$ cat src/rtl/note_pkg.sv
// Shared definitions for the tone detector: note codes, nominal half-periods
// in 25 MHz cycles, classification bin edges and the spacing classifier.
package note_pkg;

  localparam int CW_DEF = 17;

  typedef logic [3:0] note_t;

  localparam note_t NOTE_NONE = 4'd0;
  localparam note_t NOTE_DO   = 4'd1;
  localparam note_t NOTE_RE   = 4'd2;
  localparam note_t NOTE_MI   = 4'd3;
  localparam note_t NOTE_FA   = 4'd4;
  localparam note_t NOTE_SOL  = 4'd5;
  localparam note_t NOTE_LA   = 4'd6;
  localparam note_t NOTE_SI   = 4'd7;
  localparam note_t NOTE_DO2  = 4'd8;

  // Nominal half-periods of the scale notes
  localparam int HP_DO  = 47709;
  localparam int HP_RE  = 42517;
  localparam int HP_MI  = 37878;
  localparam int HP_FA  = 35816;
  localparam int HP_SOL = 31887;
  localparam int HP_LA  = 28409;
  localparam int HP_SI  = 25303;
  localparam int HP_DO2 = 23900;

  // Bin edges: outer limits and the midpoints between neighbouring notes
  localparam int HP_MAX    = 50094;
  localparam int HP_DO_RE  = 45113;
  localparam int HP_RE_MI  = 40197;
  localparam int HP_MI_FA  = 36847;
  localparam int HP_FA_SOL = 33851;
  localparam int HP_SOL_LA = 30148;
  localparam int HP_LA_SI  = 26856;
  localparam int HP_SI_DO2 = 24601;
  localparam int HP_MIN    = 22705;

  typedef logic [CW_DEF-1:0] hp_t;

  // Index 0 is the upper limit of do, index i (1..7) the lower (exclusive)
  // edge of note i, index 8 the inclusive lower limit of do2.
  typedef hp_t [8:0] hp_bounds_t;

  localparam hp_bounds_t HP_BOUNDS_DEF = {
    hp_t'(HP_MIN),    hp_t'(HP_SI_DO2), hp_t'(HP_LA_SI),  hp_t'(HP_SOL_LA),
    hp_t'(HP_FA_SOL), hp_t'(HP_MI_FA),  hp_t'(HP_RE_MI),  hp_t'(HP_DO_RE),
    hp_t'(HP_MAX)
  };

  typedef enum logic [1:0] {
    ST_SILENT  = 2'd0,
    ST_ACQUIRE = 2'd1,
    ST_LOCKED  = 2'd2
  } state_t;

  // Map a measured spacing onto a note code; anything outside the scale is NONE
  function automatic note_t classify(input hp_t s, input hp_bounds_t b);
    note_t c;
    c = NOTE_NONE;
    if (s >= b[8] && s <= b[0]) begin
      c = NOTE_DO2;
      // Walk from high notes to low so the lowest satisfied edge wins
      for (int i = 7; i >= 1; i--) begin
        if (s > b[i]) c = note_t'(i);
      end
    end
    return c;
  endfunction

endpackage

$ cat src/rtl/tone_period_meter.sv
// Tone period meter: synchronises the tone input, detects every toggle and
// measures the spacing between toggles with a saturating counter.
module tone_period_meter #(
  parameter int CW      = 17,
  parameter int TIMEOUT = 65535
) (
  input  logic          clk,
  input  logic          rst,
  input  logic          tone_in,
  input  logic          enable,
  output logic          meas_valid_o,
  output logic [CW-1:0] meas_o,
  output logic          timeout_o
);

  localparam logic [CW-1:0] CNT_MAX  = CW'(TIMEOUT);
  localparam logic [CW-1:0] CNT_LAST = CW'(TIMEOUT - 1);
  localparam logic [CW-1:0] CNT_ONE  = CW'(1);

  logic          sync1_q;
  logic          sync2_q;
  logic          prev_q;
  logic          toggle;
  logic [CW-1:0] cnt_q;
  logic [CW-1:0] cnt_d;
  logic          discard_q;
  logic          meas_valid_q;
  logic [CW-1:0] meas_q;

  // A toggle in either direction marks an edge cycle
  assign toggle = sync2_q ^ prev_q;

  // Fires once, in the cycle the counter is about to hit its ceiling; an edge in
  // that cycle takes precedence and is measured as an out-of-range spacing.
  assign timeout_o = enable & ~toggle & (cnt_q == CNT_LAST);

  // Next counter value: cleared when disabled, restarted by an edge, else saturating count
  always_comb begin
    cnt_d = cnt_q;
    if (!enable) begin
      cnt_d = '0;
    end else if (toggle) begin
      cnt_d = CNT_ONE;
    end else if (cnt_q != CNT_MAX) begin
      cnt_d = cnt_q + CNT_ONE;
    end
  end

  // Two-flop synchroniser plus one flop of history for edge detection
  always_ff @(posedge clk or posedge rst) begin
    if (rst) begin
      sync1_q <= 1'b0;
      sync2_q <= 1'b0;
      prev_q  <= 1'b0;
    end else begin
      sync1_q <= tone_in;
      sync2_q <= sync1_q;
      prev_q  <= sync2_q;
    end
  end

  // Spacing counter
  always_ff @(posedge clk or posedge rst) begin
    if (rst) begin
      cnt_q <= '0;
    end else begin
      cnt_q <= cnt_d;
    end
  end

  // Capture the spacing at an edge; the first edge after silence only starts timing
  always_ff @(posedge clk or posedge rst) begin
    if (rst) begin
      discard_q    <= 1'b1;
      meas_valid_q <= 1'b0;
      meas_q       <= '0;
    end else begin
      meas_valid_q <= 1'b0;
      if (!enable || timeout_o) begin
        discard_q <= 1'b1;
      end else if (toggle) begin
        if (!discard_q) begin
          meas_valid_q <= 1'b1;
          meas_q       <= cnt_q;
        end
        discard_q <= 1'b0;
      end
    end
  end

  assign meas_valid_o = meas_valid_q;
  assign meas_o       = meas_q;

endmodule

$ cat src/rtl/tone_detector.sv
// Tone detector top: classifies each measured half-period into a scale note
// and publishes the note once it has been seen STABLE_CNT times in a row.
module tone_detector
  import note_pkg::*;
#(
  parameter int         STABLE_CNT = 4,
  parameter int         TIMEOUT    = 65535,
  parameter int         CW         = CW_DEF,
  parameter hp_bounds_t HP_BOUNDS  = HP_BOUNDS_DEF
) (
  input  logic          clk,
  input  logic          rst,
  input  logic          tone_in,
  input  logic          enable,
  output logic [3:0]    note_id,
  output logic          note_valid,
  output logic          note_change,
  output logic [CW-1:0] half_period
);

  localparam logic [3:0] MATCH_LAST = 4'(STABLE_CNT - 1);

  logic          meas_valid;
  logic [CW-1:0] meas;
  logic          timeout;
  note_t         cls;

  state_t        state_q;
  note_t         note_q;
  note_t         cand_q;
  logic [3:0]    match_q;
  logic          change_q;

  tone_period_meter #(
    .CW      (CW),
    .TIMEOUT (TIMEOUT)
  ) u_meter (
    .clk          (clk),
    .rst          (rst),
    .tone_in      (tone_in),
    .enable       (enable),
    .meas_valid_o (meas_valid),
    .meas_o       (meas),
    .timeout_o    (timeout)
  );

  assign cls = classify(hp_t'(meas), HP_BOUNDS);

  // Note acquisition FSM with registered note and change pulse
  always_ff @(posedge clk or posedge rst) begin
    if (rst) begin
      state_q  <= ST_SILENT;
      note_q   <= NOTE_NONE;
      cand_q   <= NOTE_NONE;
      match_q  <= '0;
      change_q <= 1'b0;
    end else begin
      change_q <= 1'b0;
      if (!enable || timeout) begin
        state_q  <= ST_SILENT;
        note_q   <= NOTE_NONE;
        cand_q   <= NOTE_NONE;
        match_q  <= '0;
        change_q <= (note_q != NOTE_NONE);
      end else if (meas_valid) begin
        case (state_q)
          ST_SILENT: begin
            cand_q  <= cls;
            match_q <= 4'd1;
            state_q <= ST_ACQUIRE;
          end
          ST_ACQUIRE: begin
            if (cls != cand_q) begin
              cand_q  <= cls;
              match_q <= 4'd1;
            end else if (match_q == MATCH_LAST) begin
              // A run of NONE settles back to silence rather than locking
              note_q   <= cand_q;
              change_q <= (cand_q != note_q);
              match_q  <= '0;
              state_q  <= (cand_q != NOTE_NONE) ? ST_LOCKED : ST_SILENT;
            end else begin
              match_q <= match_q + 4'd1;
            end
          end
          ST_LOCKED: begin
            // The locked note stays on the output until a new lock replaces it
            if (cls != note_q) begin
              cand_q  <= cls;
              match_q <= 4'd1;
              state_q <= ST_ACQUIRE;
            end
          end
          default: begin
            state_q <= ST_SILENT;
          end
        endcase
      end
    end
  end

  assign note_id     = note_q;
  assign note_valid  = (note_q != NOTE_NONE);
  assign note_change = change_q;
  assign half_period = meas;

endmodule

$ cat config.mk
export PLATFORM = sky130hd
export DESIGN_NAME = tone_detector
export DESIGN_NICKNAME = d
export VERILOG_FILES = /design/src/rtl/note_pkg.sv /design/src/rtl/tone_period_meter.sv /design/src/rtl/tone_detector.sv
export SDC_FILE = /design/constraint.sdc
export NUM_CORES = 1
export LEC_CHECK = 0
export ABC_AREA = 1
export CELL_PAD_IN_SITES_DETAIL_PLACEMENT = 0
export CELL_PAD_IN_SITES_GLOBAL_PLACEMENT = 1
export CORE_MARGIN = 8
export CORE_UTILIZATION = 42
export DETAILED_ROUTE_END_ITERATION = 16
export PLACE_DENSITY = 0.84
export SETUP_SLACK_MARGIN = 0.02
export SLEW_MARGIN = 20
export SYNTH_ARGS = -nofsm -noshare
export SYNTH_HDL_FRONTEND = slang
export SYNTH_HIERARCHICAL = 1
export SYNTH_SLANG_ARGS = --single-unit
$ cat constraint.sdc
create_clock -name clk -period 2.55 [get_ports clk]
set_input_delay 0.765 -clock clk [delete_from_list [all_inputs] [get_ports clk]]
set_output_delay 0.765 -clock clk [all_outputs]
set_load 0.01 [all_outputs]
Word level (Yosys, flattened, before mapping)
Index checks and enable logic that the tools add are counted.

operators by class
  magnitude comparators = 9
  mux-type cells = 44
  bitwise logic cells = 6
  add/subtract/negate cells = 2
  reduce and logical (&&, ||, !) cells = 16
  equality and inequality tests = 14

operator list
  cell                                                                                    number
  4-bit 2-to-1 mux                                                                        22
  17-bit by 16-bit > comparator with 1-bit output (second input constant)                 4
  17-bit by 15-bit > comparator with 1-bit output (second input constant)                 3
  17-bit 2-to-1 mux                                                                       3
  4-bit one-hot mux with 3 select lines                                                   2
  17-bit by 1-bit adder with 17-bit output (second input constant)                        1
  17-bit by 16-bit equality test with 1-bit output (second input constant)                1
  17-bit by 15-bit greater-or-equal comparator with 1-bit output (second input constant)  1
  17-bit by 16-bit <= comparator with 1-bit output (second input constant)                1
  17-bit by 16-bit != test with 1-bit output (second input constant)                      1
  2-bit 2-to-1 mux                                                                        6
  3-bit != test (second input constant)                                                   4
  4-bit != test                                                                           3
  4-bit AND reduction                                                                     3
  4-bit nonzero test                                                                      3
  1-bit 2-to-1 mux                                                                        10
  2-bit nonzero test                                                                      4
  2-bit one-hot mux with 3 select lines                                                   1
  3-bit AND reduction                                                                     2
  4-bit by 1-bit adder with 4-bit output (second input constant)                          1
  4-bit by 2-bit equality test with 1-bit output (second input constant)                  1
  3-bit by 1-bit != test with 1-bit output (second input constant)                        1
  1-bit inverter                                                                          3
  1-bit bitwise AND                                                                       2
  other kinds (8)                                                                         8

storage, ports and cells
  output and inout port bits = 23
  register bits after elaboration = 54
  logic and storage cells = 103

Logic depth before layout (Yosys ltp)
  word-level depth = 14
  gate-level depth with buffers = 21
  gate-level depth less buffers = 21

By module
Netlist, hierarchy kept.

by module, submodules not included
  module             cells each  times used  sequential area each (um^2)  area an instance (um^2)
  tone_period_meter  222         1           977.2                        1,836.8
  tone_detector      300         1           375.4                        1,702.9

Worst setup path before layout
No wires, ideal clock.

  path kind = input -> register
  from = in enable
  to = reg cand_q[0]
  arrival = 2.031 ns
  path buffers = 0
  path slack = 0.403 ns
  cell stages on the path = 14
  required time = 2.434 ns
  cell sequence = nand3_2 -> nor2_1 -> nand2_1 -> inv_1 -> inv_1 -> nand2_1 -> nor3b_1 -> nand3_1 -> nor2_1 -> nand4_2 -> nand3_4 -> nor2_4 -> nand2_1 -> nand2_1

on the way
  cells in the longest elaborated chain, start to end = 5

RTL lines
  item                                                    line                     source
  start, declared                                         tone_detector.sv:14      input logic enable,
  1-bit bitwise AND * (2 in series)                       tone_period_meter.sv:35  assign timeout_o = enable & ~toggle & (cnt_q == CNT_LAST);
  named net timeout                                       tone_detector.sv:25      logic timeout;
  1-bit logical OR *                                      tone_detector.sv:59      if (!enable || timeout) begin
  3-bit != test (no source line) (tied with other cells)  -
  4-bit AND reduction (no source line)                    -
  end signal, assigned                                    tone_detector.sv:68      cand_q <= cls;
  end signal, assigned                                    tone_detector.sv:74      cand_q <= cls;
  end signal, assigned                                    tone_detector.sv:89      cand_q <= cls;
  end, declared                                           tone_detector.sv:30      note_t cand_q;

The timed path passes the listed nets; every way through them passes the cells marked *.
A chain may end at the register's enable or synchronous reset.

Final worst setup path
  from = reg u_meter.meas_q[14], in the netlist u_meter/meas_o[14]
  to = reg state_q[1]

on the way
  cells in the longest elaborated chain, start to end = 12

RTL lines
  item                                             line                                      source
  start, declared                                  tone_period_meter.sv:28                   logic [CW-1:0] meas_q;
  start signal, assigned                           tone_period_meter.sv:84                   meas_q <= cnt_q;
  17-bit by 15-bit > comparator with 1-bit output  note_pkg.sv:66                            if (s > b[i]) c = note_t'(i);
  4-bit 2-to-1 mux (7 in series)                   note_pkg.sv:66
  4-bit 2-to-1 mux *                               note_pkg.sv:62                            if (s >= b[8] && s <= b[0]) begin
  4-bit != test, on equally long branches          tone_detector.sv:88, tone_detector.sv:73
  3-bit != test (no source line)                   -
  4-bit AND reduction (no source line) *           -
  end signal, assigned                             tone_detector.sv:81                       state_q <= (cand_q != NOTE_NONE) ? ST_LOCKED : ST_SILENT;
  end, declared                                    tone_detector.sv:28                       state_t state_q;

Mark *: on every way between the ends. The rest lies on a longest branch, timed or not.

==> implementation parameters <==
Parameter                              Value

Timing
  Post-route setup TNS    0 ns
  Period minus WS final    2.374 ns
  Setup violators final    0
  Max-slew headroom    0.5940
  Unrepaired setup endpoints after global routing    false
  Final count of pins violating max slew    0
  Final hold violation count    0
  Final clock skew    0.006107 ns
  Max Clk Rate    0.4212 GHz
  Slew of the pin with the lowest slew margin    0.6084 ns
  Tcrit/Tclk final    0.9311

Final layout
  Number of standard cells in the final layout excluding fillers    678
  Share of layout cells above drive strength 1    0.1710
  Area Overhead vs Synth    19.90%
  Total inserted antenna cells    0
  Number of nets in the final layout    581
  End-of-flow core utilization    0.5191

Synth
  Adder and majority cell fraction of the synthesized area    0.01414
  Dominant combinational cell family by area after synthesis    simple AND/OR/NAND/NOR gates
  Netlist Area Pre-Place    0.003540 mm2
  Post-Synth XOR/XNOR Area    0.01485
  Ys flop type    dfrtp_1
  Dominant cell type by area after synthesis    dfrtp_1
  Simple-gate area share of the yosys netlist    0.4076
  Sequential share of the synthesized area    0.3821
  Average footprint of a synthesized cell    6.781 um2
  Total nets after synthesis    530
  Syn Inst Count    522
  Count of unique library cells instantiated by Yosys    37
  Fraction of post-synthesis cell area in the top cell type by area    0.3747
  YS warnings    6
  Mux share of post-synthesis cell area    0
  Async set or reset register ratio after synthesis    1.000
  Compound-Gate Fraction of Synth Area    0.09226
  Post-synthesis register bit count    54
  Count of flip-flops with a built-in enable after synthesis    0
  Top post-synthesis cells by area    dfrtp_1 37%, nand2_1 17%, inv_1 6.9%

Die
  Count of boundary I/O pins    27
  Area of the placeable core    0.008175 mm2
  Die Height    107.8 um
  Row count    33
  DIE AREA    0.01162 mm2
  Starting utilization of the core area    0.4330
  Die Width    107.8 um

Routing
  Avg Vias per Cell    5.053
  Via count    3,426
  Drt drc    0
  Final antenna-violating net count    0
  Initial detailed-routing violation count    200
  Mean routed wirelength per cell    13.32 um
  DRT Pass-1 Iters    4
  Routed Wire Length    9.029 mm

Global routing
  First-pass GRT wire length    15.08 mm
  Antenna violations before repair    0
  GRT Resource Usage Total    0.1588
  Number of global-route vias before repair    3,166
  Total grt overflow    0
  Maximum number of pins on one net before global-route repair    40

Clock network
  Cell chosen for the clock root    clkbuf_8
  Maximum count of clock buffers along a single path    2
  Source-to-sink clock delay at the later pin of the worst-skew pair    0.30 ns
  Cts hold-fix bufs    0
  Number of levels the H-tree was split into    2
  CTS tree    yes
  TritonCTS Sinks    54
  Clock-pin slew reported for the worst setup and hold paths after clock tree synthesis    0.10 ns
  CTS buffer count    5

Job
  Max_cap viols    0

Power and ir drop
  Total leakage power    1.961 nW
  Net switching share of the total power    0.2612
  Internal power    1.127 mW
  Power density over the cells    359.5 mW/mm2
  Total power    1.526 mW
  Gate power share    0.108
  Share of total power in the clock network    0.301
  Worst-case vdd ir drop    245.5 uV
  Power share of the sequential group    0.591
  Switching power    398.5 uW

Critical path
  Worst setup slack for register-to-register paths    0.18 ns
  Highest fanout seen on the critical path    5
  Signal arrival time at the worst endpoint    2.57 ns
  Critical path type    flop to flop
  Data required time of the worst path    2.75 ns
  Endpoint class of the critical path    flop
  Critical Path Source Type    flop

Placed design
  Dpl hpwl    6.900 mm
  Number of input and output port buffers inserted    26
  Placer congestion estimate    0.8650
  Placed Cells incl. Taps    656

Worst hold path
  Class of the tightest hold or removal check    flop to flop

Run status
  Outcome    complete, no violations
[path summary, 6_finish.rpt]
| kind | start | cells after the start | endpoint |
|---|---|---|---|
| worst max register to register | u_meter/meas_o[14] | 17 | state_q[1] |
| min in group asynchronous | rst | 2 | match_q[0] |
| max in group asynchronous | rst | 3 | u_meter/meas_o[4] |
| worst min-delay path | u_meter/sync1_q | 0 | u_meter/sync2_q |
| worst max-delay path | u_meter/meas_o[14] | 17 | state_q[1] |
| worst min register to register | u_meter/sync1_q | 0 | u_meter/sync2_q |
[power by group through the flow]
stage	sequential, mW	clock [mW]	combinational (mW)
4_1_cts	0.901	0.475	0.163
3_3_place_gp	0.917	0	0.159
5_1_grt	0.905	0.506	0.189
3_5_place_dp	0.917	0	0.162
2_1_floorplan	0.914	0	0.104
6_report	0.901	0.460	0.165
[cells in the mapped netlist (all sizes together) (3+ instances only)]
cell,count
nand2,175
inv,73
nor2,71
dfrtp,53
nand3,38
o21ai,33
nand4,17
nor3,16
a21oi,14
buf,5
ha,4
xnor2,4
a31oi,3
[layout by cell type, fill, tap and decap left out, types with 2 or more instances in the layout]
master	count
nand2_1	161
inv_1	63
nor2_1	57
dfrtp_1	40
nand3_1	34
clkdlybuf4s50_1	26
buf_4	23
o21ai_0	20
nand4_1	16
nand2_2	14
nor3_1	14
dfrtp_2	13
a21oi_1	12
inv_2	8
nor2_4	8
o21ai_1	8
nor2_2	6
o21ai_2	5
clkbuf_8	5
xnor2_1	4
ha_1	4
nand3_2	3
inv_4	2
nand3b_1	2
xor2_1	2
clkinv_1	2
a31oi_1	2
o211ai_1	2
[area by class of cell]
cell class,count,area [um2]
fill,829,3931
tap,105,131.4
clock inverter,1,7.507
multi-input combinational,388,1944
sequential,54,1369
clock buffer,6,72.57
timing repair buffer,49,432.9
inverter,75,286.5
[cell families after synthesis]
group	count (synthesis)
xor gates and xnor gates	6
AOI/OAI and AO/OA	56
and+or+nand+nor	322
adders and majority gates	4
DFF	54
buffers and inverters	80
[routing by layer]
layer	global-route usage	up-vias	wire length (um)
met5	0	-	0
met4	0.05451	0	193
met3	0.02575	15	372
met2	0.2487	70	4128
met1	0.2159	1577	4334
li1	-	1764	-
[state kept, by name, summed over array words and instances, names as in the netlist, 2 cells and up]
| register | flops |
|---|---|
| u_meter/cnt_q | 17 |
| u_meter/meas_o | 17 |
| cand_q | 4 |
| match_q | 4 |
| note_id | 4 |
| state_q | 2 |
[metrics by stage]
stage	instance area [um2]	hold WS (ns)	setup WS [ns]
after floorplan	3540	0.3312	0.4026
final	4244	0.3667	0.1757
after global routing	4244	0.3807	0.02109
after CTS	4038	0.3750	0.1415
after detailed placement	3958	0.3433	-0.1666
after global placement	3958	0.3542	-0.05692
[timing repair]
item                       4_1_cts  5_1_grt
setup endpoints to repair        0       14
setup buffers                    0       15
gates resized for setup          0       34
[worst max-delay path, stage by stage, from the launching register on]
cell and delay (ns):
dfrtp_2 0.44, inv_1 0.10, nand2_1 0.10, nor2_4 0.15
buf_4 0.12, inv_2 0.04, o21ai_1 0.22, nor2_4 0.09
nand2_2 0.11, nand2_2 0.07, nand2_1 0.07, nand2_1 0.06
nor2_2 0.17, nand3_2 0.12, o21ai_2 0.20, nand2_1 0.09
nand2_1 0.07, nand2_1 0.05
No activity file was read; power rests on OpenSTA's default activity.
